File: src/rtl/rangefinder_shot_sequencer.sv
// -----------------------------------------------------------------------------
// rangefinder_shot_sequencer
//   Runs one laser measurement shot, or a burst of them:
//     CHARGE -> ARM -> FIRE -> WAIT_STOP -> (READOUT) -> COOLDOWN
//   and posts one result per shot (TDC value, or a timeout marker).
//   An APD overcurrent forces a sticky FAULT state that drops every drive
//   output. Abort returns to IDLE, except that an in-flight TDC readout is
//   always allowed to finish so the SPI handshake is never left dangling.
//   Every output is a flop; the phase drive outputs are held in one packed
//   register that is loaded with the decode of the state being entered.
// -----------------------------------------------------------------------------
module rangefinder_shot_sequencer #(
  parameter int CNT_W           = 16,
  parameter int CHARGE_CYCLES   = 2000,
  parameter int ARM_CYCLES      = 50,
  parameter int FIRE_CYCLES     = 4,
  parameter int TIMEOUT_CYCLES  = 10000,
  parameter int COOLDOWN_CYCLES = 5000
) (
  input  logic        clk_clk,
  input  logic        reset_reset_n,
  input  logic        shot_req,
  input  logic [7:0]  burst_len,
  input  logic        abort,
  input  logic        apd_overcurrent,
  input  logic        fault_clr,
  input  logic        comparator_hit,
  output logic        charge_en,
  output logic        tdc_enable,
  output logic        fire,
  output logic        rd_req,
  input  logic        rd_ack,
  input  logic [31:0] rd_data,
  output logic        result_valid,
  output logic [31:0] result_data,
  output logic        result_timeout,
  output logic [7:0]  shots_done,
  output logic        busy,
  output logic        fault
);

  typedef enum logic [2:0] {
    S_IDLE,
    S_CHARGE,
    S_ARM,
    S_FIRE,
    S_WAIT_STOP,
    S_READOUT,
    S_COOLDOWN,
    S_FAULT
  } state_t;

  // Per-state level outputs, registered together so they switch on the same
  // edge as the state itself.
  typedef struct packed {
    logic charge_en;
    logic tdc_enable;
    logic fire;
    logic rd_req;
    logic busy;
    logic fault;
  } drive_t;

  // Terminal timer values: a phase of N cycles ends when the timer shows N-1.
  localparam logic [CNT_W-1:0] CHARGE_LAST   = CNT_W'(CHARGE_CYCLES - 1);
  localparam logic [CNT_W-1:0] ARM_LAST      = CNT_W'(ARM_CYCLES - 1);
  localparam logic [CNT_W-1:0] FIRE_LAST     = CNT_W'(FIRE_CYCLES - 1);
  localparam logic [CNT_W-1:0] TIMEOUT_LAST  = CNT_W'(TIMEOUT_CYCLES - 1);
  localparam logic [CNT_W-1:0] COOLDOWN_LAST = CNT_W'(COOLDOWN_CYCLES - 1);
  localparam logic [CNT_W-1:0] TIMER_ONE     = CNT_W'(1);

  state_t           state;
  drive_t           drv;
  logic [CNT_W-1:0] timer;
  logic [7:0]       burst_target;
  logic             abort_pending;
  logic [7:0]       shots_next;

  // Level outputs that belong to each state.
  function automatic drive_t drive_of(input state_t s);
    drive_t d;
    // NOTE: a full default before the case keeps every field assigned on
    // every path, so no latch or stale value can creep in.
    d = '0;
    case (s)
      S_CHARGE:    begin d.charge_en  = 1'b1; d.busy = 1'b1; end
      S_ARM:       begin d.tdc_enable = 1'b1; d.busy = 1'b1; end
      S_FIRE:      begin d.tdc_enable = 1'b1; d.fire = 1'b1; d.busy = 1'b1; end
      S_WAIT_STOP: begin d.tdc_enable = 1'b1; d.busy = 1'b1; end
      S_READOUT:   begin d.rd_req     = 1'b1; d.busy = 1'b1; end
      S_COOLDOWN:  d.busy  = 1'b1;
      S_FAULT:     d.fault = 1'b1;
      default:     d = '0;
    endcase
    return d;
  endfunction

  // Shot counter value after posting one more result, saturating at 255.
  assign shots_next = (shots_done == 8'hFF) ? 8'hFF : shots_done + 8'd1;

  assign charge_en  = drv.charge_en;
  assign tdc_enable = drv.tdc_enable;
  assign fire       = drv.fire;
  assign rd_req     = drv.rd_req;
  assign busy       = drv.busy;
  assign fault      = drv.fault;

  // Shot sequencer: state, phase timer, burst bookkeeping and result registers.
  // NOTE: all state here is updated with non-blocking assignments so every
  // flop samples the pre-edge values, regardless of statement order.
  always_ff @(posedge clk_clk or negedge reset_reset_n) begin
    if (!reset_reset_n) begin
      state          <= S_IDLE;
      drv            <= '0;
      timer          <= '0;
      burst_target   <= '0;
      abort_pending  <= 1'b0;
      shots_done     <= '0;
      result_valid   <= 1'b0;
      result_timeout <= 1'b0;
      result_data    <= '0;
    end else begin
      // Strobe defaults low; the timer free-runs and is cleared on phase entry.
      result_valid <= 1'b0;
      timer        <= timer + TIMER_ONE;

      if (apd_overcurrent) begin
        // Overcurrent beats everything: drop drives, discard any pending result.
        state         <= S_FAULT;
        drv           <= drive_of(S_FAULT);
        timer         <= '0;
        abort_pending <= 1'b0;
      end else if (state == S_FAULT) begin
        timer <= '0;
        if (fault_clr) begin
          state <= S_IDLE;
          drv   <= drive_of(S_IDLE);
        end
      end else if (abort && (state != S_READOUT)) begin
        state         <= S_IDLE;
        drv           <= drive_of(S_IDLE);
        timer         <= '0;
        abort_pending <= 1'b0;
      end else begin
        case (state)
          S_IDLE: begin
            timer <= '0;
            if (shot_req) begin
              burst_target <= (burst_len == 8'd0) ? 8'd1 : burst_len;
              shots_done   <= '0;
              state        <= S_CHARGE;
              drv          <= drive_of(S_CHARGE);
            end
          end

          S_CHARGE: begin
            if (timer == CHARGE_LAST) begin
              state <= S_ARM;
              drv   <= drive_of(S_ARM);
              timer <= '0;
            end
          end

          S_ARM: begin
            if (timer == ARM_LAST) begin
              state <= S_FIRE;
              drv   <= drive_of(S_FIRE);
              timer <= '0;
            end
          end

          S_FIRE: begin
            if (timer == FIRE_LAST) begin
              state <= S_WAIT_STOP;
              drv   <= drive_of(S_WAIT_STOP);
              timer <= '0;
            end
          end

          S_WAIT_STOP: begin
            // A hit on the expiry cycle still counts as a real stop event.
            if (comparator_hit) begin
              state <= S_READOUT;
              drv   <= drive_of(S_READOUT);
              timer <= '0;
            end else if (timer == TIMEOUT_LAST) begin
              result_valid   <= 1'b1;
              result_timeout <= 1'b1;
              result_data    <= '0;
              shots_done     <= shots_next;
              state          <= S_COOLDOWN;
              drv            <= drive_of(S_COOLDOWN);
              timer          <= '0;
            end
          end

          S_READOUT: begin
            // No timeout here: the handshake always completes, even on abort.
            timer <= '0;
            if (abort) begin
              abort_pending <= 1'b1;
            end
            if (rd_ack) begin
              result_valid   <= 1'b1;
              result_timeout <= 1'b0;
              result_data    <= rd_data;
              shots_done     <= shots_next;
              abort_pending  <= 1'b0;
              if (abort || abort_pending) begin
                state <= S_IDLE;
                drv   <= drive_of(S_IDLE);
              end else begin
                state <= S_COOLDOWN;
                drv   <= drive_of(S_COOLDOWN);
              end
            end
          end

          S_COOLDOWN: begin
            if (timer == COOLDOWN_LAST) begin
              timer <= '0;
              if (shots_done < burst_target) begin
                state <= S_CHARGE;
                drv   <= drive_of(S_CHARGE);
              end else begin
                state <= S_IDLE;
                drv   <= drive_of(S_IDLE);
              end
            end
          end

          default: begin
            state <= S_IDLE;
            drv   <= drive_of(S_IDLE);
            timer <= '0;
          end
        endcase
      end
    end
  end

endmodule
File: config.mk
export PLATFORM = sky130hd
export DESIGN_NAME = rangefinder_shot_sequencer
export DESIGN_NICKNAME = d
export VERILOG_FILES = /design/src/rtl/rangefinder_shot_sequencer.sv
export SDC_FILE = /design/constraint.sdc
export NUM_CORES = 1
export LEC_CHECK = 0
export CAP_MARGIN = 30
export CORE_MARGIN = 2
export CORE_UTILIZATION = 49
export DETAILED_ROUTE_END_ITERATION = 12
export PLACE_DENSITY = 0.92
export SYNTH_ARGS = -nofsm -noshare
export SYNTH_HDL_FRONTEND = slang
export SYNTH_SLANG_ARGS = --single-unit
File: constraint.sdc
create_clock -name clk_clk -period 3.2 [get_ports clk_clk]
set_clock_uncertainty 0.05 [all_clocks]
set_input_delay 0.32 -clock clk_clk [delete_from_list [all_inputs] [get_ports clk_clk]]
set_output_delay 0.32 -clock clk_clk [all_outputs]
set_load 0.01 [all_outputs]
* Word level (Yosys, flattened, before mapping)
Index checks and enable logic that the tools add are counted. W data, S select, Z words.
Word-level totals: bits in latches 0, register bits after elaboration 76, memories kept 0, memory bits (writable) 0, memory bits (read-only) 0, output and inout port bits 48, word-level logic and storage cells 128
Cells by class: order comparisons 1, bitwise logic cells 3, div/mod/pow operators 0, add/subtract/negate cells 2, multiplexer cells 68, shift operators 0, reduce and logical (&&, ||, !) cells 13, equal/unequal tests 27, multipliers 0
Operators with widths (number):
- $mux W16 | 9
- $mux W32 | 3
- $pmux W16 S5 | 1
- $mux W6 | 13
- $pmux W32 S2 | 1
- $mux W8 | 6
- $pmux W6 S7 | 1
- $mux W3 | 13
- $ne A5 B5 Y1 const B | 6
- $pmux W8 S3 | 1
- $pmux W3 S7 | 1
- $add A16 B1 Y16 const B | 1
- $eq A16 B11 Y1 const B | 1
- $eq A16 B13 Y1 const B | 1
- $eq A16 B14 Y1 const B | 1
- $eq A16 B2 Y1 const B | 1
- $eq A16 B6 Y1 const B | 1
- $mux W1 | 16
- $reduce_and A8 Y1 | 2
- $eq A3 B3 Y1 const B | 4
- $ne A2 B2 Y1 const B | 5
- $add A8 B1 Y8 const B | 1
- $eq A8 B8 Y1 const B | 1
- $logic_not A8 Y1 | 1
- other kinds (17) | 23

* Longest topological paths before layout
word-level depth 7, depth in mapped cells 9, depth with buffers taken out 8

* Worst setup path after synthesis
No wires, ideal clock.
path kind register to register, start register timer[12], end register state[0], required time 3.025 ns, path buffers 0, setup time 0.125 ns, slack 0.731 ns, data arrival time 2.294 ns, cell stages (with the launch flop) 7, period minus slack after synthesis 2.469 ns, cell sequence dfrtp_1 -> or4_4 -> nor2_2 -> a41oi_1 -> or4b_4 -> o21ai_4 -> mux2_4
Between the ends: longest elaborated chain between the ends 3, elaborated cells between the ends (all ways) 11, classes of those cells 10 x eq/ne; 1 x reduce/logical
RTL lines:
- start: declaration | RTL line 74 | logic [CNT_W-1:0] timer;
- start signal: assignment | RTL line 125 | timer <= timer + TIMER_ONE;
- $eq A16 B14 Y1 (tied with other cells) | RTL line 186 | end else if (timer == TIMEOUT_LAST) begin
- $ne A6 B6 Y1 (no source line) or $ne A5 B5 Y1 (tied branches)
- $reduce_and A8 Y1 (no source line) (*)
- end signal: assignment | RTL line 183 | state <= S_READOUT;
- end signal: assignment | RTL line 191 | state <= S_COOLDOWN;
- end signal: assignment | RTL line 210 | state <= S_IDLE;
- end: declaration | RTL line 72 | state_t state;
Every way passes the cells marked *; elsewhere a longest branch is shown, timed or not. A chain may end at the register's enable or synchronous reset.

* Worst setup path in the final report
Ends and elaborated chain as after synthesis.

==> run metrics <==
initial core utilization=0.505; post-synthesis mux area share=0.0233; flops & latches, synth=76; cells after synthesis=353; H-tree depth=3; CP Cell Sequence=or4_4 > nor2_2 > a41oi_1 > or4b_4 > o21ai_4 > mux2_4; CP Max Fanout=8; Ports=96; Async S/R FF share, synth=1.00; Fmax achieved=around 380 MHz; post-layout util=0.675; ant diodes=0; Crit Path Class=reg2reg; mean number of vias per cell=around 5.6; Max VDD drop=0.000368 V; Final Non-Filler Cells=548; PD cells=742 mW/mm²; initial antenna violation count=0; final slew viol count=0; Worst Hold Class=in2async; Post-synth EDFFs=0; share of layout cells above drive strength 1=0.0802; post-route minimum period=2630 ps; post-route ant nets=0; Syn. warnings=0; 1st-pass router iterations=5; area post-placement=0.00467 mm²; Synth Area in XOR/XNOR=0.0336; Synth Area in Simple Gates=0.162; GRT Total Usage=0.214; CTS tree=built; setup ws final=566 ps; DP Worst Slack=541 ps; Max Cap Violations=0; Hold Buf Count CTS=0; Yosys cell types=51; final instance area=0.00487 mm²; largest net degree at the start of global routing=77; Root Buffer=clkbuf_8; Die ar.=0.00815 mm²; Setup Total Neg Slack=0 ps; Congestion Overflow GR=0; Post-CTS Resized=0; area grow syn2layout=33.5%; Final period util=0.823; GPL Wtd Cong=just under 0.9; most frequent cells in the layout=clkdlybuf4s50_1 (94), dfrtp_1 (76), nor2_1 (35); die boundary width=roughly 90 µm; Post-Synth Adder-Cell Area=0.0343; syn_area_per_cell=10.3 µm²; Worst path slowest cell=or4b_4; I/O Buffers=95; CP max stage delay=570 ps; critical path's top delay family=simple AND/OR/NAND/NOR gates; CP Buf/Inv Count=0; vias in the first global route=2977; commonest non-fill, non-tap cell in the layout=clkdlybuf4s50_1; core area=0.00721 mm²; DP HPWL=around 6100 µm; sequential area share after synthesis=0.522; worst-margin pin slew=920 ps; Rows=31; final WL=8640 µm; Pleak=around 2.1 nW; Inserted Clock Buffers=9; final hold slack=49.2 ps; Vias=3054; Iteration-0 DRC Markers=248; crit start category=flop; Sink Count=76; Crit path required time=about 3400 ps; critical path endpoint category=flop; first-pass GRT wire length=~14000 µm; wire per inst=15.8 µm; Remaining DRCs=0; clock buffer depth=2; ys flop type=dfrtp_1; syn_nets=~410; die outline height=90.3 µm; Placed Cells=532; Compound-Gate Fraction of Synth Area=0.185; nets=502; Arr. time, crit path=between 2000 and 3000 ps; PnR Total Power=3.61 mW; Hold Vio Cnt, Final=0; unrepaired setup endpoints after global routing=false; Post CTS Setup Buffer Count=0; Worst slew margin=0.387; status=finished clean; clock latency on the worst-skew pair=350 ps; Setup violations, final=0; Reg clk slew, reported paths=about 80 ps; largest family of logic cells by synthesized area=compound AO/OA/AOI/OAI gates; synthesized cell area=0.00365 mm²
## final cells by class
class | instances | area (µm²)
multi-input cells | 240 | 1610
clock inverters | 6 | 65.1
fillers | 565 | 2350
well taps | 99 | 124
flip-flops and latches | 76 | 1900
repair buffers | 97 | 963
clock buffers | 10 | 128
inverters | 20 | 75.1
## layer usage
layer / vias up / part of all wire / track usage
met4: 0 / 0.013 / 0.0731
met5: - / 0 / 0
li1: 1450 / - / -
met1: 1455 / 0.42 / 0.270
met3: 11 / 0.075 / 0.0618
met2: 138 / 0.49 / 0.355
## registers in the layout, indices dropped and copies added, names as in the netlist, 3 cells and up
signal        flops
burst_target      8
state             3
shots_done        8
timer            16
result_data      32
## path summary, 6_finish.rpt
check,start,to,slack (ps),depth (start not counted)
worst max-delay path,timer[12]$_DFF_PN0_,state[0]$_DFFE_PN0P_,570,6
max in group asynchronous,reset_reset_n,fire$_DFFE_PN0P_,2450,1
worst min register to register,timer[0]$_DFF_PN0_,timer[0]$_DFF_PN0_,450,1
min in group clk_clk,timer[0]$_DFF_PN0_,timer[0]$_DFF_PN0_,450,1
worst max register to register,timer[12]$_DFF_PN0_,state[0]$_DFFE_PN0P_,570,6
worst min-delay path,reset_reset_n,result_data[12]$_DFFE_PN0P_,50,1
## Yosys cell counts (2+ instances only)
| cell | instances | area share |
|---|---|---|
| dfrtp_1 | 76 | 0.52 |
| nor2_1 | 35 | 0.036 |
| a22o_1 | 32 | 0.077 |
| nand2_1 | 30 | 0.031 |
| inv_1 | 20 | 0.021 |
| o21ai_0 | 19 | 0.026 |
| a21oi_1 | 14 | 0.019 |
| clkbuf_1 | 12 | 0.012 |
| nand3_1 | 11 | 0.015 |
| ha_1 | 10 | 0.034 |
| xor2_1 | 9 | 0.022 |
| nor3_1 | 8 | 0.011 |
| nor4_1 | 6 | 0.010 |
| xnor2_1 | 5 | 0.012 |
| a31oi_1 | 4 | 0.0069 |
| and3_1 | 4 | 0.0069 |
| buf_2 | 4 | 0.0055 |
| mux2i_1 | 4 | 0.011 |
| nand4_1 | 4 | 0.0069 |
| a41oi_1 | 3 | 0.0072 |
| and2_1 | 3 | 0.0051 |
| mux2_4 | 3 | 0.012 |
| a21o_1 | 2 | 0.0041 |
| and4_1 | 2 | 0.0048 |
| nand2b_1 | 2 | 0.0034 |
| o211ai_1 | 2 | 0.0041 |
| o221ai_1 | 2 | 0.0048 |
| o31ai_1 | 2 | 0.0041 |
| or2_2 | 2 | 0.0034 |
| or4b_2 | 2 | 0.0055 |
## cells by family (layout without fill, tap and decap cells)
group,Yosys count,in the layout
DFF,76,76
AOI/OAI and AO/OA,91,91
xor gates and xnor gates,14,14
muxes,7,7
buffers and inverters,37,133
and+or+nand+nor,118,118
adders and majority gates,10,10
## power breakdown
part / total (mW) / internal (mW) / leakage [nW] / switching [mW]
clock: 0.706 / 0.360 / 0.0962 / 0.346
sequential: 1.49 / 1.23 / 0.990 / 0.266
combinational: 1.41 / 0.768 / 1.02 / 0.643
(Power assumes the default switching activity.)
==> RTL edit 1, RTL diff (same settings) <==
The 8 states of `state_t` get a one-hot encoding in 8 bits.
--- a/src/rtl/rangefinder_shot_sequencer.sv
+++ b/src/rtl/rangefinder_shot_sequencer.sv
@@ -40,13 +40,13 @@
 );
 
-  typedef enum logic [2:0] {
-    S_IDLE,
-    S_CHARGE,
-    S_ARM,
-    S_FIRE,
-    S_WAIT_STOP,
-    S_READOUT,
-    S_COOLDOWN,
-    S_FAULT
+  typedef enum logic [7:0] {
+    S_IDLE      = 8'b00000001,
+    S_CHARGE    = 8'b00000010,
+    S_ARM       = 8'b00000100,
+    S_FIRE      = 8'b00001000,
+    S_WAIT_STOP = 8'b00010000,
+    S_READOUT   = 8'b00100000,
+    S_COOLDOWN  = 8'b01000000,
+    S_FAULT     = 8'b10000000
   } state_t;
 
Function: no difference found for any inputs over 4 cycles, from zero or initial values and one cycle with reset_reset_n low; so few cycles prove little.
==> RTL edit 1 against the original RTL <==
Sequential share of layout area down 2.2 points; worst setup slack worse by 0.32 ns; area after synthesis up 13%; cell area up 12%; sequential cell count up 4; wire length up 16%; hold slack better by 0.26 ns; critical path type unchanged; largest cell class unchanged; highest routed layer unchanged.
Power is not compared: it rests on default switching activity, and its combinational part moved more than twofold at a synthesized area within 25%.
==> RTL edit 1: results (changes against the original RTL) <==
GRT
The global routing usage on met3 is 5.79% (was 6.18%). The largest net degree at the start of global routing was 81 (was 77). The met2 capacity usage during global routing came to 37.8% (was 35.5%). The via count of the first global-routing pass is 3416 (was 2977).

Finish
The layout filler cell count is 614 (was 565). The fraction of layout cells with a size suffix above 1 is 11.7% (was 8.02%). The net total in the final layout came to 581 (was 502).

Placed design
The worst setup slack after placement was 0.207 ns (was 0.541 ns). The number of cells in the design after placement is 612 (was 532). The detailed placer's ending HPWL was 7.16 mm (was 6.07 mm). The final estimated routing congestion in global placement came to 0.939 (was 0.881).

Setup path
The capturing instance or port of the critical path is state[4] (was state[0]). The slack of the worst reg-to-reg path was 0.24 ns (was 0.57 ns). The master of the slowest instance on the critical path was or3b_2 (was or4b_4). The length in cells of the worst reg-to-reg path came to 8 (was 6). The data required time of the critical path came to 3.40 ns (was 3.38 ns).

The endpoint of the worst register-to-register path is state[4] (was state[0]).

Route
The number of iterations in the first detailed-routing pass is 4 (was 5). The mean number of vias per cell is 5.62 (was 5.57). The routed length on met1 came to 4.15 mm (was 3.65 mm). The met2 layer wire length in the routed design came to 5.01 mm (was 4.24 mm). The overall via count from detail_route came to 3557 (was 3054).

Yosys
The gate count after technology mapping is 423 (was 353). The sequential cell area fraction in the yosys report is 48.5% (was 52.2%). Leading post-synthesis cells by cell area: dfrtp_1, nand2_1, o21ai_0 (was dfrtp_1, a22o_1, nor2_1). Commonest cells in the synthesized netlist: dfrtp_1, nand2_1, o21ai_0, nor2_1, inv_1 (was dfrtp_1, nor2_1, a22o_1, nand2_1, inv_1). The net count after synthesis was 481 (was 411). The number of distinct standard cells referenced by the synthesized netlist was 62 (was 51).

CTS
The clock-pin slew reported for the worst setup and hold paths after clock tree synthesis is 0.10 ns (was 0.08 ns).

Timing
The maximum operating frequency was 338 MHz (was 380 MHz).

Status
Result of the run: completed (unchanged).
RTL edit 1: area by class of cell:
class,count,area [µm²],share of cell area (%)
clock buffer,9,124,2.28
clock inverter,7,85.1,1.57
inverter,18,67.6,1.24
multi-input combinational,308,1960,36.0
sequential,80,2000,36.9
tap,105,131,2.42
timing repair buffer,106,1070,19.6
RTL edit 1: cell families after synthesis:
group                      synth area share, %
DFF                                       48.5
adders and majority gates                 3.03
AOI/OAI and AO/OA                         14.7
xor gates and xnor gates                  3.40
muxes                                     1.91
and+or+nand+nor                           24.2
buffers and inverters                     4.18
RTL edit 1: timing repair:
item                       4_1_cts  5_1_grt
resized for setup                0        1
hold buffers                     0        1
setup buffers                    0        3
hold endpoints to repair         0       14
setup endpoints to repair        0        6
RTL edit 1: per-stage QoR:
| stage | instance area (µm²) | power, mW |
|---|---|---|
| finish | 5440 | 2.16 |
| global route | 5440 | 2.25 |
| CTS | 5370 | 2.16 |
| detailed placement | 5160 | 1.38 |
| global placement | 5160 | 1.36 |
| floorplan | 4130 | 1.23 |
==> RTL edit 2, RTL diff (same settings) <==
Without the edit above. `CNT_W`: 16 -> 18.
--- a/src/rtl/rangefinder_shot_sequencer.sv
+++ b/src/rtl/rangefinder_shot_sequencer.sv
@@ -11,5 +11,5 @@
 // -----------------------------------------------------------------------------
 module rangefinder_shot_sequencer #(
-  parameter int CNT_W           = 16,
+  parameter int CNT_W           = 18,
   parameter int CHARGE_CYCLES   = 2000,
   parameter int ARM_CYCLES      = 50,
Behaviour: same outputs for any inputs over 4 cycles, from zero or initial values and one cycle with reset_reset_n low; that may be too few to reach the edited logic, so the function may still have changed.
==> RTL edit 2 against the original RTL <==
Total power increased by 2.1%; cell area increased by 7.9%; sequential cell count increased by 2; worst setup slack improved by 0.029 ns; area after synthesis increased by 9.7%; global-route usage increased by 3.0 points; fmax increased by 1.1%; count of clock-buffer cells in the layout unchanged; non-clock buffer count increased by 6; wire length increased by 24%.
==> RTL edit 2: results (changes against the original RTL) <==
Yosys
The mean post-synth cell area is 9.05 µm² (was 10.3 µm²). The sequential cell area fraction in the yosys report is 48.8% (was 52.2%). Leading post-synthesis cells by cell area: dfrtp_1, nand2_1, nand3_1 (was dfrtp_1, a22o_1, nor2_1). The post-synthesis adder-cell area fraction came to 3.44% (was 3.43%).

The XOR/XNOR share of the synthesized area is 3.50% (was 3.36%). Commonest cells in the synthesized netlist: nand2_1, dfrtp_1, nand3_1, nor2_1, inv_1 (was dfrtp_1, nor2_1, a22o_1, nand2_1, inv_1). The proportion of synthesized area in mux cells is 1.85% (was 2.33%).

GRT
The first-pass GRT wire length is 17.1 mm (was 14.0 mm). The total global-route track usage is 24.4% (was 21.4%). The via count of the first global-routing pass is 3622 (was 2977).

Placed design
The worst setup slack after placement was 0.522 ns (was 0.541 ns). The detailed placer's ending HPWL is 7.32 mm (was 6.07 mm). The post-place instance area came to 5030 µm² (was 4670 µm²). The final estimated routing congestion in global placement is 0.972 (was 0.881).

Setup path
The maximum single-stage delay on the critical path is 0.67 ns (was 0.57 ns). The arrival time at the worst endpoint is 2.81 ns (was 2.82 ns). The start of the worst register-to-register path was state[2] (was timer[12]).

Finish
The net total in the final layout is 596 (was 502). The fraction of layout cells with a size suffix above 1 came to 7.38% (was 8.02%). The number of non-filler instances in the completed layout is 644 (was 548).

Route
The final routed wire length divided by cell count is 16.6 µm (was 15.8 µm). The number of violations reported at the end of detailed-routing iteration 0 is 407 (was 248). The mean number of vias per cell is 5.72 (was 5.57).

Status
Result of the run: completed (unchanged).

Power and ir drop
The worst ir drop on vdd is 0.254 mV (was 0.368 mV). The power in combinational cells is 1.55 mW (was 1.41 mW). The internal power consumption is 2.28 mW (was 2.35 mW). The logic gate share of total power came to 42.0% (was 39.1%).

The clock share of power came to 19.0% (was 19.6%).

CTS
The clock insertion delay at the later pin of the skew report is 0.37 ns (was 0.35 ns).
-- RTL edit 2: cell types whose count changed after synthesis, moves of 4 or more --
cell	change
nand4_1	+4
nand2_1	+61
and3_1	+5
nand2b_1	+4
nor2_1	+5
nand3_1	+33
a22o_1	-32
o21ai_0	-4
a211oi_1	+4
-- RTL edit 2: path summary, 6_finish.rpt --
path	end	slack [ns]
setup / recovery	shots_done[3]	0.59
hold / removal	burst_target[3]	0.25
setup reg to reg	shots_done[3]	0.59
hold reg to reg	result_data[13]	0.43
max in group asynchronous	busy	2.29
min in group clk_clk	result_data[13]	0.43
-- RTL edit 2: cells by family (layout without fill, tap and decap cells) --
family,Yosys count,count (layout)
AOI/OAI and AO/OA,60,60
xor gates and xnor gates,16,16
adders and majority gates,11,11
buffers and inverters,39,139
DFF,78,78
muxes,7,7
and+or+nand+nor,231,231
-- RTL edit 2: repair_timing --
item | in CTS | in global routing
hold buffers | 0 | 1
endpoints found under the hold margin | 0 | 42
buffers inserted | 0 | 0
-- RTL edit 2: area by class of cell --
cell class,count,area [µm²],area share [%]
Sequential cell,78,1950,37.2
Multi-Input combinational cell,325,1880,35.9
Timing Repair Buffer,103,1030,19.6
Clock buffer,10,138,2.62
Tap cell,102,128,2.43
Inverter,20,75.1,1.43
Clock inverter,6,43.8,0.834
-- RTL edit 2: metal layers --
metal | up-vias | share of wire, % | track usage [%]
met5 | - | 0 | 0
met4 | 0 | 2.6 | 9.42
met3 | 29 | 6.3 | 5.11
met2 | 161 | 49 | 39.4
met1 | 1781 | 42 | 32.6
li1 | 1711 | - | -
-- RTL edit 2: worst max-delay path, delay by kind of cell (launching register included) --
family          cells  cell delay (ns)
simple gates        2             0.62
compound gates      4             1.16
flops               1             0.67
